[config.mk]
export PLATFORM = sky130hd
export DESIGN_NAME = div_seq_ctrl
export DESIGN_NICKNAME = d
export VERILOG_FILES = /design/src/rtl/div_seq_ctrl.sv
export SDC_FILE = /design/constraint.sdc
export NUM_CORES = 1
export LEC_CHECK = 0
export ABC_AREA = 0
export CORE_MARGIN = 2
export CORE_UTILIZATION = 45
export DETAILED_ROUTE_END_ITERATION = 10
export PLACE_DENSITY = 0.66
export SLEW_MARGIN = 20
export SYNTH_ARGS = -nofsm -noshare
export SYNTH_HDL_FRONTEND = slang
export SYNTH_SLANG_ARGS = --single-unit
[constraint.sdc]
create_clock -name clk -period 5.45 [get_ports clk]
set_input_delay 1.635 -clock clk [delete_from_list [all_inputs] [get_ports clk]]
set_output_delay 1.635 -clock clk [all_outputs]
set_load 0.01 [all_outputs]
[src/rtl/div_seq_ctrl.sv]
// Multi-cycle RV32M divide sequencer (DIV/DIVU/REM/REMU).
// Restoring shift-subtract datapath, one quotient bit per cycle, with
// divide-by-zero and signed overflow resolved on the accept edge.
module div_seq_ctrl #(
  parameter int unsigned XLEN  = 32,
  parameter int unsigned CNT_W = 6
) (
  input  logic            clk,
  input  logic            rst,
  input  logic            flush,
  input  logic            in_valid,
  output logic            in_ready,
  input  logic [1:0]      in_op,
  input  logic [XLEN-1:0] in_src1,
  input  logic [XLEN-1:0] in_src2,
  input  logic [4:0]      in_rd,
  output logic            out_valid,
  input  logic            out_ready,
  output logic [XLEN-1:0] out_result,
  output logic [4:0]      out_rd,
  output logic            busy
);

  localparam logic [1:0] StIdle = 2'd0;
  localparam logic [1:0] StCalc = 2'd1;
  localparam logic [1:0] StFix  = 2'd2;
  localparam logic [1:0] StDone = 2'd3;

  localparam logic [XLEN-1:0] MinNeg = {1'b1, {(XLEN-1){1'b0}}};
  localparam logic [CNT_W-1:0] LastCnt = CNT_W'(XLEN - 1);

  logic [1:0]      state_q, state_d;
  logic [CNT_W-1:0] cnt_q, cnt_d;
  logic [1:0]      op_q, op_d;
  logic [4:0]      rd_q, rd_d;
  logic            qneg_q, qneg_d;
  logic            rneg_q, rneg_d;
  logic [XLEN-1:0] rem_q, rem_d;
  logic [XLEN-1:0] quo_q, quo_d;
  logic [XLEN-1:0] dvs_q, dvs_d;
  logic [XLEN-1:0] res_q, res_d;
  logic [4:0]      out_rd_q, out_rd_d;

  // Accept-side decode: signedness, magnitudes and special cases.
  logic            is_signed;
  logic            s1_neg, s2_neg;
  logic [XLEN-1:0] mag1, mag2;
  logic            div_zero, sgn_ovf;
  logic            accept;

  // Iteration datapath.
  logic [XLEN:0]   rem_sh;
  logic [XLEN:0]   trial;
  logic [XLEN-1:0] quo_fix, rem_fix;

  // Decode the incoming request combinationally.
  always_comb begin
    is_signed = ~in_op[0];
    s1_neg    = is_signed & in_src1[XLEN-1];
    s2_neg    = is_signed & in_src2[XLEN-1];
    mag1      = s1_neg ? (~in_src1 + 1'b1) : in_src1;
    mag2      = s2_neg ? (~in_src2 + 1'b1) : in_src2;
    div_zero  = (in_src2 == '0);
    sgn_ovf   = is_signed & (in_src1 == MinNeg) & (in_src2 == '1);
    accept    = in_valid & (state_q == StIdle) & ~flush;
  end

  // One restoring step plus final sign correction.
  always_comb begin
    rem_sh  = {rem_q, quo_q[XLEN-1]};
    // Invariant rem < divisor keeps the true difference within 33 bits.
    trial   = rem_sh - {1'b0, dvs_q};
    quo_fix = qneg_q ? (~quo_q + 1'b1) : quo_q;
    rem_fix = rneg_q ? (~rem_q + 1'b1) : rem_q;
  end

  // Next-state and datapath register updates.
  always_comb begin
    state_d  = state_q;
    cnt_d    = cnt_q;
    op_d     = op_q;
    rd_d     = rd_q;
    qneg_d   = qneg_q;
    rneg_d   = rneg_q;
    rem_d    = rem_q;
    quo_d    = quo_q;
    dvs_d    = dvs_q;
    res_d    = res_q;
    out_rd_d = out_rd_q;

    if (flush) begin
      state_d = StIdle;
    end else begin
      case (state_q)
        StIdle: begin
          if (accept) begin
            op_d   = in_op;
            rd_d   = in_rd;
            qneg_d = is_signed & (in_src1[XLEN-1] ^ in_src2[XLEN-1]);
            rneg_d = s1_neg;
            rem_d  = '0;
            quo_d  = mag1;
            dvs_d  = mag2;
            cnt_d  = '0;
            if (div_zero) begin
              res_d    = in_op[1] ? in_src1 : '1;
              out_rd_d = in_rd;
              state_d  = StDone;
            end else if (sgn_ovf) begin
              res_d    = in_op[1] ? '0 : MinNeg;
              out_rd_d = in_rd;
              state_d  = StDone;
            end else begin
              state_d = StCalc;
            end
          end
        end
        StCalc: begin
          if (!trial[XLEN]) begin
            rem_d = trial[XLEN-1:0];
            quo_d = {quo_q[XLEN-2:0], 1'b1};
          end else begin
            rem_d = rem_sh[XLEN-1:0];
            quo_d = {quo_q[XLEN-2:0], 1'b0};
          end
          cnt_d = cnt_q + 1'b1;
          if (cnt_q == LastCnt) begin
            state_d = StFix;
          end
        end
        StFix: begin
          res_d    = op_q[1] ? rem_fix : quo_fix;
          out_rd_d = rd_q;
          state_d  = StDone;
        end
        StDone: begin
          if (out_ready) begin
            state_d = StIdle;
          end
        end
        default: state_d = StIdle;
      endcase
    end
  end

  // State registers with synchronous reset.
  always_ff @(posedge clk) begin
    if (rst) begin
      state_q  <= StIdle;
      cnt_q    <= '0;
      op_q     <= '0;
      rd_q     <= '0;
      qneg_q   <= 1'b0;
      rneg_q   <= 1'b0;
      rem_q    <= '0;
      quo_q    <= '0;
      dvs_q    <= '0;
      res_q    <= '0;
      out_rd_q <= '0;
    end else begin
      state_q  <= state_d;
      cnt_q    <= cnt_d;
      op_q     <= op_d;
      rd_q     <= rd_d;
      qneg_q   <= qneg_d;
      rneg_q   <= rneg_d;
      rem_q    <= rem_d;
      quo_q    <= quo_d;
      dvs_q    <= dvs_d;
      res_q    <= res_d;
      out_rd_q <= out_rd_d;
    end
  end

  // Handshake and status outputs are pure state decodes.
  always_comb begin
    in_ready   = (state_q == StIdle);
    out_valid  = (state_q == StDone);
    busy       = (state_q != StIdle);
    out_result = res_q;
    out_rd     = out_rd_q;
  end

endmodule
== Word level (Yosys, flattened, before mapping) ==
Index checks and enable logic that the tools add are counted.
Storage, ports and cells
  register bits: 150
  ROM bits: 0
  RAM bits: 0
  output and inout port bits: 40
  input bits: 76
  memories: 0
  latch bits: 0
  word-level logic and storage cells: 80
Operators by class
  mux-type cells: 29
  eq/ne operators: 10
  shift operators: 0
  reduce and logical (&&, ||, !) cells: 10
  multiply operators: 0
  $lt $le $gt $ge: 0
  add/sub/neg operators: 6
  bitwise gates (word level): 14
  div/mod/pow operators: 0
Operators with widths (count)
  32-bit two-way mux: 13
  32-bit one-hot mux with 2 select lines: 3
  32-bit by 1-bit adder with 32-bit output, second input constant: 4
  32-bit inverter: 4
  32-bit equality test, second input constant: 2
  33-bit by 32-bit subtractor with 33-bit output: 1
  32-bit logical NOT: 1
  5-bit two-way mux: 3
  6-bit one-hot mux with 2 select lines: 1
  2-bit two-way mux: 5
  5-bit one-hot mux with 2 select lines: 1
  3-bit AND reduction: 3
  2-bit one-hot mux with 4 select lines: 1
  1-bit AND: 7
  6-bit by 1-bit adder with 6-bit output, second input constant: 1
  6-bit by 5-bit equality test with 1-bit output, second input constant: 1
  6-bit two-way mux: 1
  2-bit nonzero test: 3
  2-bit equality test, second input constant: 2
  2-bit by 1-bit inequality test with 1-bit output, second input constant: 2
  4-bit AND reduction: 1
  3-bit by 1-bit inequality test with 1-bit output, second input constant: 1
  2-bit by 1-bit equality test with 1-bit output, second input constant: 1
  2-bit logical NOT: 1
  5 further kinds: 6

== Logic depth before layout (Yosys ltp) ==
Gate-level depths: netlist of the first run.
  depth after elaboration: 7
  depth in mapped cells: 14
  mapped depth without buffers: 12

== Worst setup path before layout of the first run ==
Ideal clock, no wire load.
  kind: input port to flip-flop
  from: in in_src2[18]
  to: reg out_rd_q[2], in the netlist out_rd[2]
  library setup time: 0.081 ns
  path buffers: 2
  data arrival time: 4.522 ns
  stages: 11
  data required time: 5.369 ns
  path slack: 0.847 ns
  path through: or3_1 > or4_1 > or3_1 > or3_1 > or3b_4 > o211a_2 > a211oi_2 > buf_4 > buf_6 > nor2_1 > a211oi_2
On the way
  cells in the longest elaborated chain, start to end: 4
  elaborated cells between the ends (all ways): 8
  classes of those cells: eq/ne (2); mux (3); bitwise (1); reduce/logical (2)
Ends and longest elaborated chain
  from (decl): RTL line 15  | input logic [XLEN-1:0] in_src2,
  32-bit equality test or 32-bit logical NOT (tied branches): RTL line 64, 63
  1-bit AND or 5-bit two-way mux (tied branches): RTL line 64, 105
  3-bit by 1-bit inequality test with 1-bit output (no line) or 5-bit two-way mux (tied branches)
  4-bit AND reduction (no line) or 5-bit one-hot mux with 2 select lines (tied branches)
  to (signal assigned): RTL line 171  | out_rd_q <= out_rd_d;
  to (decl): RTL line 42  | logic [4:0] out_rd_q, out_rd_d;
Several ways; a longest one is shown, not always the timed one. The select of a mux whose other input is x is not followed.
A chain may end at the register's enable or synchronous reset.

== Worst setup path after layout of the first run ==
  from: in in_src2[18]
  to: reg res_q[30], in the netlist out_result[30]
On the way
  cells in the longest elaborated chain, start to end: 4
  elaborated cells between the ends (all ways): 8
  classes of those cells: eq/ne (2); mux (3); bitwise (1); reduce/logical (2)
Ends and longest elaborated chain
  32-bit equality test or 32-bit logical NOT (tied branches): RTL line 64, 63
  1-bit AND or 32-bit two-way mux (tied branches): RTL line 64, 105
  3-bit by 1-bit inequality test with 1-bit output (no line) or 32-bit two-way mux (tied branches)
  4-bit AND reduction (no line) or 32-bit one-hot mux with 2 select lines (tied branches)
  to (signal assigned): RTL line 170  | res_q <= res_d;
  to (decl): RTL line 41  | logic [XLEN-1:0] res_q, res_d;
Several ways; a longest one is shown, not always the timed one. The select of a mux whose other input is x is not followed.

==> impl_metrics.json, run 1 <==
{
  "status": "complete, no violations",
  "worst_setup_path_start_kind": "input port",
  "cp-end-kind": "flop",
  "antenna_found_initial": 2,
  "grt_pass1_wl_um": 54700,
  "synth_mux_area_share_pct": 0.900,
  "synth_top_area_share_pct": 26.8,
  "gr-total-overflow": 0,
  "final.setup.worst_slack_ns": 0.426,
  "design_area_mm2": 0.0132,
  "criticalPathCategory": "in -> reg",
  "synthSimpleGateAreaFrac_pct": 22.6,
  "synth_xor_area_share_pct": 11.4,
  "yosysWarnings": 0,
  "final.min_clock_period_ns": 5.02,
  "die_area_mm2": 0.0260,
  "period_share_pct": 92.2,
  "vias": 11300,
  "avgSynthCellArea_um2": 7.32,
  "cts_tree": "yes",
  "hold_violations": 0,
  "synth_cells": 1518,
  "viasPerCell": 5.90,
  "synth-adder-area-share_pct": 4.91,
  "place_area_mm2": 0.0126,
  "wl_per_cell_um": 17.7,
  "yosysTopAreaCell": "dfxtp_1",
  "mostFrequentLayoutCells": "nand2_1 (234), dfxtp_1 (149), nor2_1 (140)",
  "die_w_um": 161,
  "worst_slew_pin_slew_ns": 1.08,
  "synth_edf_count": 0,
  "cts_sinks": 149,
  "timing.setup.tns_ns": 0,
  "path_clk_slew_ns": 0.06,
  "synth_area_leaders": "dfxtp_1 (27%), nand2_1 (7.9%), xnor2_1 (6.8%), a21oi_1 (5.1%), nor2_1 (4.8%)",
  "nets": 1701,
  "clock_latency_ns": 0.43,
  "maxCapViolations": 0,
  "skew_ns": 0.0113,
  "ys_seq_area_share_pct": 26.8,
  "cts_buffers": 17,
  "cts_root_buffer": "clkbuf_16",
  "grt_max_degree": 69,
  "die_h_um": 161,
  "pin_count": 116,
  "cts_resized": 0,
  "critPathRequiredTime_ns": 5.78,
  "start_util_pct": 45.7,
  "rsz0062_at_grt": "no",
  "cts_buffer_depth": 2,
  "first_pass_iters": 6,
  "areaGrowthSynthToFinish_pct": 18.5,
  "layout-drive-gt1-share_pct": 6.40,
  "ys_dominant_reg_cell": "dfxtp_1",
  "hp-class": "reg -> reg",
  "port_buffers": 115,
  "synth_area_mm2": 0.0111,
  "rows": 57,
  "path_max_fanout": 24,
  "slew-limit-headroom_pct": 27.8,
  "synth_compound_area_share_pct": 27.6,
  "grt_pass1_vias": 10400,
  "finalSetupViolations": 0,
  "p_leak_nw": 4.62,
  "synth_cell_type_count": 66,
  "place.gp.congestion": 0.875,
  "cp_data_arrival_time_ns": 5.35,
  "synth_top_family_by_area": "compound AO/OA/AOI/OAI gates",
  "drc": 0,
  "dp_slack_ns": 0.0124,
  "cts_setup_buffers": 0,
  "diodes": 0,
  "synth-async-reset-ratio_pct": 0,
  "cts_max_level": 4,
  "postCtsHoldBufs": 0,
  "max-vdd-ir-drop_uv": 164,
  "layout_commonest_cell": "nand2_1",
  "place_hpwl_um": 25100,
  "finalMaxSlewViolations": 0,
  "gr-usage-all-layers_pct": 26.0,
  "power_mw": 3.04,
  "routed_wl_um": 34000,
  "fmax_mhz": 199,
  "antenna_left": 0,
  "post-route-util_pct": 54.2,
  "drtIter0Drc": 884,
  "syn_nets": 1637,
  "core_mm2": 0.0243,
  "powerDensity_mw_per_mm2": 230,
  "yosys_register_bits": 149
}
## routing by layer
metal	track usage (%)	share of wire (%)
met1	35.8	46
met2	42.3	46
met3	4.49	6.2
met4	6.94	1.5
met5	0	0.077
## stage by stage
step / instances / hold WS [ns]
3_5_place_dp: 1887 / 0.448
3_3_place_gp: 1887 / 0.442
5_1_grt: 1917 / 0.478
4_1_cts: 1917 / 0.457
2_1_floorplan: 1518 / 0.432
6_report: 1917 / 0.458
## Yosys cell counts (7+ instances only)
master / number
nand2_1: 234
dfxtp_1: 149
nor2_1: 143
a21oi_1: 113
o21ai_0: 106
clkbuf_1: 88
xnor2_1: 86
inv_1: 60
xor2_1: 59
nand4_1: 43
ha_1: 42
o211ai_1: 41
a211oi_1: 36
o31ai_1: 29
nor3_1: 27
or3_1: 18
a211oi_2: 17
a21o_1: 16
a311oi_1: 16
o41ai_1: 16
nand3_1: 14
o21bai_1: 13
nor4_1: 12
or4_1: 12
nand2b_1: 11
mux2i_1: 10
or2_2: 10
a41oi_1: 8
nor2b_1: 7
## final timing paths
path | start | end | slack, ns | cells after the start
max | in_src2[18] | out_result[30]$_SDFFE_PP0P_ | 0.43 | 12
min | rd_q[1]$_SDFFE_PP0P_ | rd_q[1]$_SDFFE_PP0P_ | 0.46 | 2
max reg2reg | quo_q[31]$_SDFFE_PP0P_ | rem_q[20]$_SDFFE_PP0P_ | 1.21 | 14
min reg2reg | rd_q[1]$_SDFFE_PP0P_ | rd_q[1]$_SDFFE_PP0P_ | 0.46 | 2
## sequential cells by signal (all words and copies together), names as in the netlist
register	cells
op_q	1
out_rd	5
dvs_q	32
rd_q	5
quo_q	32
cnt_q	6
out_result	32
state_q	2
qneg_q	1
rneg_q	1
rem_q	32
## layout make-up
cell class                 count  area (um^2)
fill                        2318        11100
inverter                      60          225
timing repair buffer         147         1430
clock inverter                11          153
clock buffer                  19          453
multi-input combinational   1207         7520
tap                          324          405
sequential                   149         2980
## report_power, final
group / internal, mW / switching, mW
sequential: 1.13 / 0.0475
combinational: 0.255 / 0.361
clock: 0.741 / 0.498
## kinds of logic after synthesis
logic type,after synthesis
xor gates and xnor gates,145
buffers and inverters,162
DFF,149
AOI/OAI and AO/OA,456
adders and majority gates,43
muxes,10
and+or+nand+nor,553
## critical path, stage by stage
cell and delay, ns:
clkdlybuf4s50_1 0.42, or3_1 0.41, or4_1 0.54, or3_1 0.35, or3_1 0.39, or3b_4 0.43, o211a_2 0.17, a211oi_4 0.27
buf_12 0.23, buf_12 0.17, nor2_1 0.05, a311oi_1 0.26
No activity file was read; power rests on OpenSTA's default activity.
==> run 2: changes to the inputs <==
HOLD_SLACK_MARGIN = 0.08   (was not set)
clock period = 5.6 ns   (was 5.45 ns; I/O delays follow)
==> impl_metrics.json, run 2 (synthesis gave the netlist of run 1 again) <==
{
  "mostFrequentLayoutCells": "nand2_1 (234), dfxtp_1 (147), nor2_1 (140)",
  "pin_count": 116,
  "crit_chain": "clkdlybuf4s50_1, or3_1, or4_1, or3_1, or3_1, or3b_4, o211a_2, a211oi_4, buf_12, buf_12, nor2_1, a211oi_2",
  "drtIter0Drc": 906,
  "finalSetupViolations": 0,
  "maxCapViolations": 0,
  "rr_endpoint": "rem_q[29]$_SDFFE_PP0P_",
  "port_buffers": 115,
  "gr-usage-all-layers_pct": 26.2,
  "skew_ns": 0.00984,
  "power_mw": 2.98,
  "cts_buffers": 17,
  "combinationalPowerShare_pct": 20.0,
  "antenna_found_initial": 0,
  "grt_pass1_wl_um": 55300,
  "cp_top_family": "simple AND/OR/NAND/NOR gates",
  "status": "complete, no violations",
  "powerDensity_mw_per_mm2": 227,
  "sequentialPowerShare_pct": 38.6,
  "worst_setup_path_start_kind": "input port",
  "r2r_slack_ns": 1.40,
  "routed_wl_um": 34300,
  "p_clk_share_pct": 41.4,
  "start_util_pct": 45.7,
  "diodes": 0,
  "hold_violations": 0,
  "crit_path_frequent_cell": "or3_1",
  "multi_input_area_mm2": 0.00752,
  "r2r_start": "quo_q[31]$_SDFFE_PP0P_",
  "cts_buffer_depth": 2,
  "die_area_mm2": 0.0260,
  "wl_per_cell_um": 17.9,
  "reg2reg_depth": 14,
  "core_mm2": 0.0243,
  "viasPerCell": 5.92,
  "layout_commonest_cell": "nand2_1",
  "period_share_pct": 89.5,
  "cts_resized": 0,
  "max-vdd-ir-drop_uv": 136,
  "areaGrowthSynthToFinish_pct": 18.4,
  "final.min_clock_period_ns": 5.01,
  "cts_tree": "yes",
  "hold_start": "rd_q[0]$_SDFFE_PP0P_",
  "worst_slew_pin_slew_ns": 1.03,
  "critical-path-slowest-cell": "or4_1",
  "first_pass_iters": 6,
  "drc": 0,
  "grt_pass1_vias": 10500,
  "crit_buf_inv": 3,
  "path_clk_slew_ns": 0.07,
  "slowest_delay_ns": 0.54,
  "critPathRequiredTime_ns": 5.95,
  "p_leak_nw": 4.62,
  "vias": 11300,
  "path_max_fanout": 32,
  "place_area_mm2": 0.0125,
  "nets": 1698,
  "layout-drive-gt1-share_pct": 6.35,
  "postCtsHoldBufs": 0,
  "place.gp.congestion": 0.867,
  "die_h_um": 161,
  "hp-class": "reg -> reg",
  "antenna_left": 0,
  "slew-limit-headroom_pct": 30.6,
  "design_area_mm2": 0.0132,
  "criticalPathCategory": "in -> reg",
  "place_hpwl_um": 25300,
  "rows": 57,
  "cp_data_arrival_time_ns": 5.36,
  "cts_root_buffer": "clkbuf_16",
  "cts_setup_buffers": 0,
  "cts_sinks": 149,
  "intPower_mw": 2.09,
  "finalMaxSlewViolations": 0,
  "cp-end-kind": "flop",
  "power_switching_share_pct": 29.8,
  "cts_max_level": 4,
  "fmax_mhz": 200,
  "holdPathStages": 2,
  "regArea_mm2": 0.00299,
  "gr-total-overflow": 0,
  "clock_latency_ns": 0.44,
  "rsz0062_at_grt": "no",
  "grt_max_degree": 61,
  "timing.setup.tns_ns": 0,
  "die_w_um": 161,
  "fin_hold_ws_ns": 0.456,
  "fill_cells": 2346,
  "min_to": "rd_q[0]$_SDFFE_PP0P_",
  "power.switching_mw": 0.890
}
[run 2: cell types whose count changed in the layout (fill, tap and decap cells not counted), sizes merged]
cell      before  now
clkbuf        19   18
buf           33   30
bufinv         3    4
clkinv         1    6
inv           61   60
clkinvlp       6    3
[run 2: power by group through the flow]
stage                     combinational, mW  sequential [mW]  clock, mW
final                                 0.596             1.15       1.23
after global routing                  0.659             1.16       1.29
after CTS                             0.591             1.15       1.23
after detailed placement              0.587             1.17          0
after global placement                0.581             1.17          0
after floorplan                       0.391             1.16          0
[run 2: area by class of cell]
class,count,area share [%]
repair buffers,144,10.7
inverters,60,1.71
clock buffers,18,3.26
multi-input cells,1207,57.2
well taps,324,3.08
clock inverters,13,1.40
flip-flops and latches,149,22.7
[run 2: how the worst max path moves through the flow]
stage                      from                          to  slack, ns  depth (start not counted)
floorplan           in_src2[18]      out_rd[2]$_SDFFE_PP0P_       0.95                         11
global placement    in_src2[18]      out_rd[4]$_SDFFE_PP0P_       0.20                         12
detailed placement  in_src2[18]      out_rd[4]$_SDFFE_PP0P_       0.15                         12
CTS                 in_src2[18]  out_result[5]$_SDFFE_PP0P_       0.60                         12
global route        in_src2[20]      out_rd[0]$_SDFFE_PP0P_       0.40                         12
finish              in_src2[18]  out_result[5]$_SDFFE_PP0P_       0.59                         12
[run 2: worst register-to-register path: stages, from the launching register on]
cell      delay (ns)
dfxtp_1         0.34
inv_1           0.13
ha_1            0.20
fa_1            0.23
nand2b_1        0.15
a21o_1          0.14
a31oi_1         0.17
a311oi_1        0.59
o211a_1         0.28
o21ai_0         0.12
nand3_1         0.10
buf_4           0.36
and2_1          0.83
buf_4           0.33
o211ai_1        0.12
[run 2: per-layer routing]
metal	part of all wire, %	vias to the layer above	wire length, um	global-route usage (%)
met5	0	-	0	0
met4	1.7	0	574	6.86
met1	47	5360	16100	36.6
li1	-	5568	-	-
met2	46	359	15700	41.8
met3	5.6	45	1900	4.42
[run 2: stage by stage]
stage	instances	setup WS [ns]	util, %
floorplan	1518	0.952	-
global placement	1884	0.202	51.6
detailed placement	1884	0.151	51.6
CTS	1915	0.598	54.1
global route	1915	0.397	54.1
finish	1915	0.590	54.1
==> patch (flow settings as in run 2) <==
Set the parameter `CNT_W` to 12 (it was 6).
--- a/src/rtl/div_seq_ctrl.sv
+++ b/src/rtl/div_seq_ctrl.sv
@@ -3,7 +3,7 @@
 // divide-by-zero and signed overflow resolved on the accept edge.
 module div_seq_ctrl #(
   parameter int unsigned XLEN  = 32,
-  parameter int unsigned CNT_W = 6
+  parameter int unsigned CNT_W = 12
 ) (
   input  logic            clk,
   input  logic            rst,
Function: same outputs for any inputs over 4 cycles, from zero or initial values and one cycle with rst high; that may be too few to reach the edited logic, so the function may still have changed.
==> patch against run 2 <==
- sequential cell count increased by 6
- worst setup slack improved by 300 ps
- first-iteration DRC count increased by 12%
- register-to-register slack improved by 130 ps
- sequential power increased by 3%
- routed wire length increased by 5.7%
- total power increased by 2.7%
- count of clock-buffer cells in the layout unchanged
- design area increased by 5.2%
- synthesized area increased by 7.0%
- sequential share of layout area decreased by 0.28 points
==> patch: results (changes against run 2) <==
metric,value,unit,change
drive_above_1_share,0.06747,,+0.003988
met3_usage,0.03398,,-0.01019
dpl.hpwl,26490,µm,+4.9%
crit_start,in_src2[2],,
vdd_ir_drop_max,0.0001433,V,+5.5%
synth_top_cells_by_count,"nand2_1, nor2_1, dfxtp_1, o21ai_0, a21oi_1",,
use_met1,0.3564,,-0.009923
tightest_slew,1117,ps,+85.16 ps
nFillCells,2570,,+9.5%
place_inst,1963,,+4.2%
syn-num-nets,1718,,+4.9%
grt_pass1_vias,10863,,+3.3%
reg2regPathDepth,9,,-5
status,completed,,
synth_xor_area_frac,0.1052,,-0.008991
fin_nets,1766,,+4.0%
fin_worst_skew,12.05,ps,+2.207 ps
htreeDepth,4,,unchanged
diodes,0,,unchanged
wl_met1,16970,µm,+5.4%
endpoint,out_result[22],,
finalWeightedCongestion,0.8941,,+3.1%
grt_max_degree,75,,+23%
whs,452.5,ps,-3.777 ps
cpPeakStageDelay,580,ps,+40 ps
period_share,0.8402,,-0.05434
firstDrtPassIters,5,,-1
rr_startpoint,rem_q[18],,
synthMuxAreaShare,0.01314,,+0.004139
synth_area_leaders,"dfxtp_1, nand2_1, xnor2_1",,
timing.critical_path.fanout_max,14,,-56%
crit_slowest_cell,or3_1,,
min_to,dvs_q[30],,
num_vias,11856,,+4.6%
hold_start,dvs_q[30],,
timing.rr.end,rem_q[4],,
synthCells,1599,,+5.3%
p_switching,966.0,µW,+8.6%
r2r_slack,1530,ps,+130 ps
p_leak,4.850,nW,+5.0%
synth-compound-area-share,0.2866,,+0.01109
synth-adder-area-share,0.04584,,-0.003230
yosysSeqAreaShare,0.2608,,-0.007567
antenna_found_initial,0,,unchanged
post-place-ws,497.2,ps,+345.8 ps
drtIter0Drc,1019,,+12%
grt_pass1_wl,58560,µm,+6.0%
fin_area,13840,µm²,+5.2%
yosysUniqueCellTypes,80,,+21%
routed_wirelength,36220,µm,+5.7%
wl_met2,16390,µm,+4.3%
arrival,5050,ps,-310 ps
dpl-instance-area,13230,µm²,+5.5%
worstSkewPairLatency,440,ps,about the same
grtUsageTotal,0.2569,,-0.004763
async_flop_share,0,,unchanged
via_per_inst,5.943,,+0.43%
-- patch: cell types whose count changed after synthesis, moves of 12 or more --
cell	delta
buf_2	+17
nor3_1	+27
a221o_1	+12
nor2_1	+17
nand4_1	-29
nand2_1	-26
-- patch: power by group through the flow --
stage          clock, mW  sequential (mW)  combinational [mW]
3_5_place_dp           0             1.22               0.624
4_1_cts             1.25             1.19               0.629
5_1_grt             1.30             1.20               0.701
6_report            1.24             1.19               0.635
2_1_floorplan          0             1.20               0.428
3_3_place_gp           0             1.21               0.619
-- patch: final cells by class --
class / count / share of cell area
Inverter: 67 / 0.01817
Sequential cell: 155 / 0.2241
Tap cell: 335 / 0.03028
Clock buffer: 18 / 0.03172
Clock inverter: 14 / 0.01292
Multi-Input combinational cell: 1272 / 0.5886
Timing Repair Buffer: 134 / 0.09417
-- patch: critical path: cells and delay by family --
| family | cells | cell delay (ps) |
|---|---|---|
| simple gates | 5 | 2090 |
| buf+inv | 2 | 730 |
| compound gates | 3 | 550 |
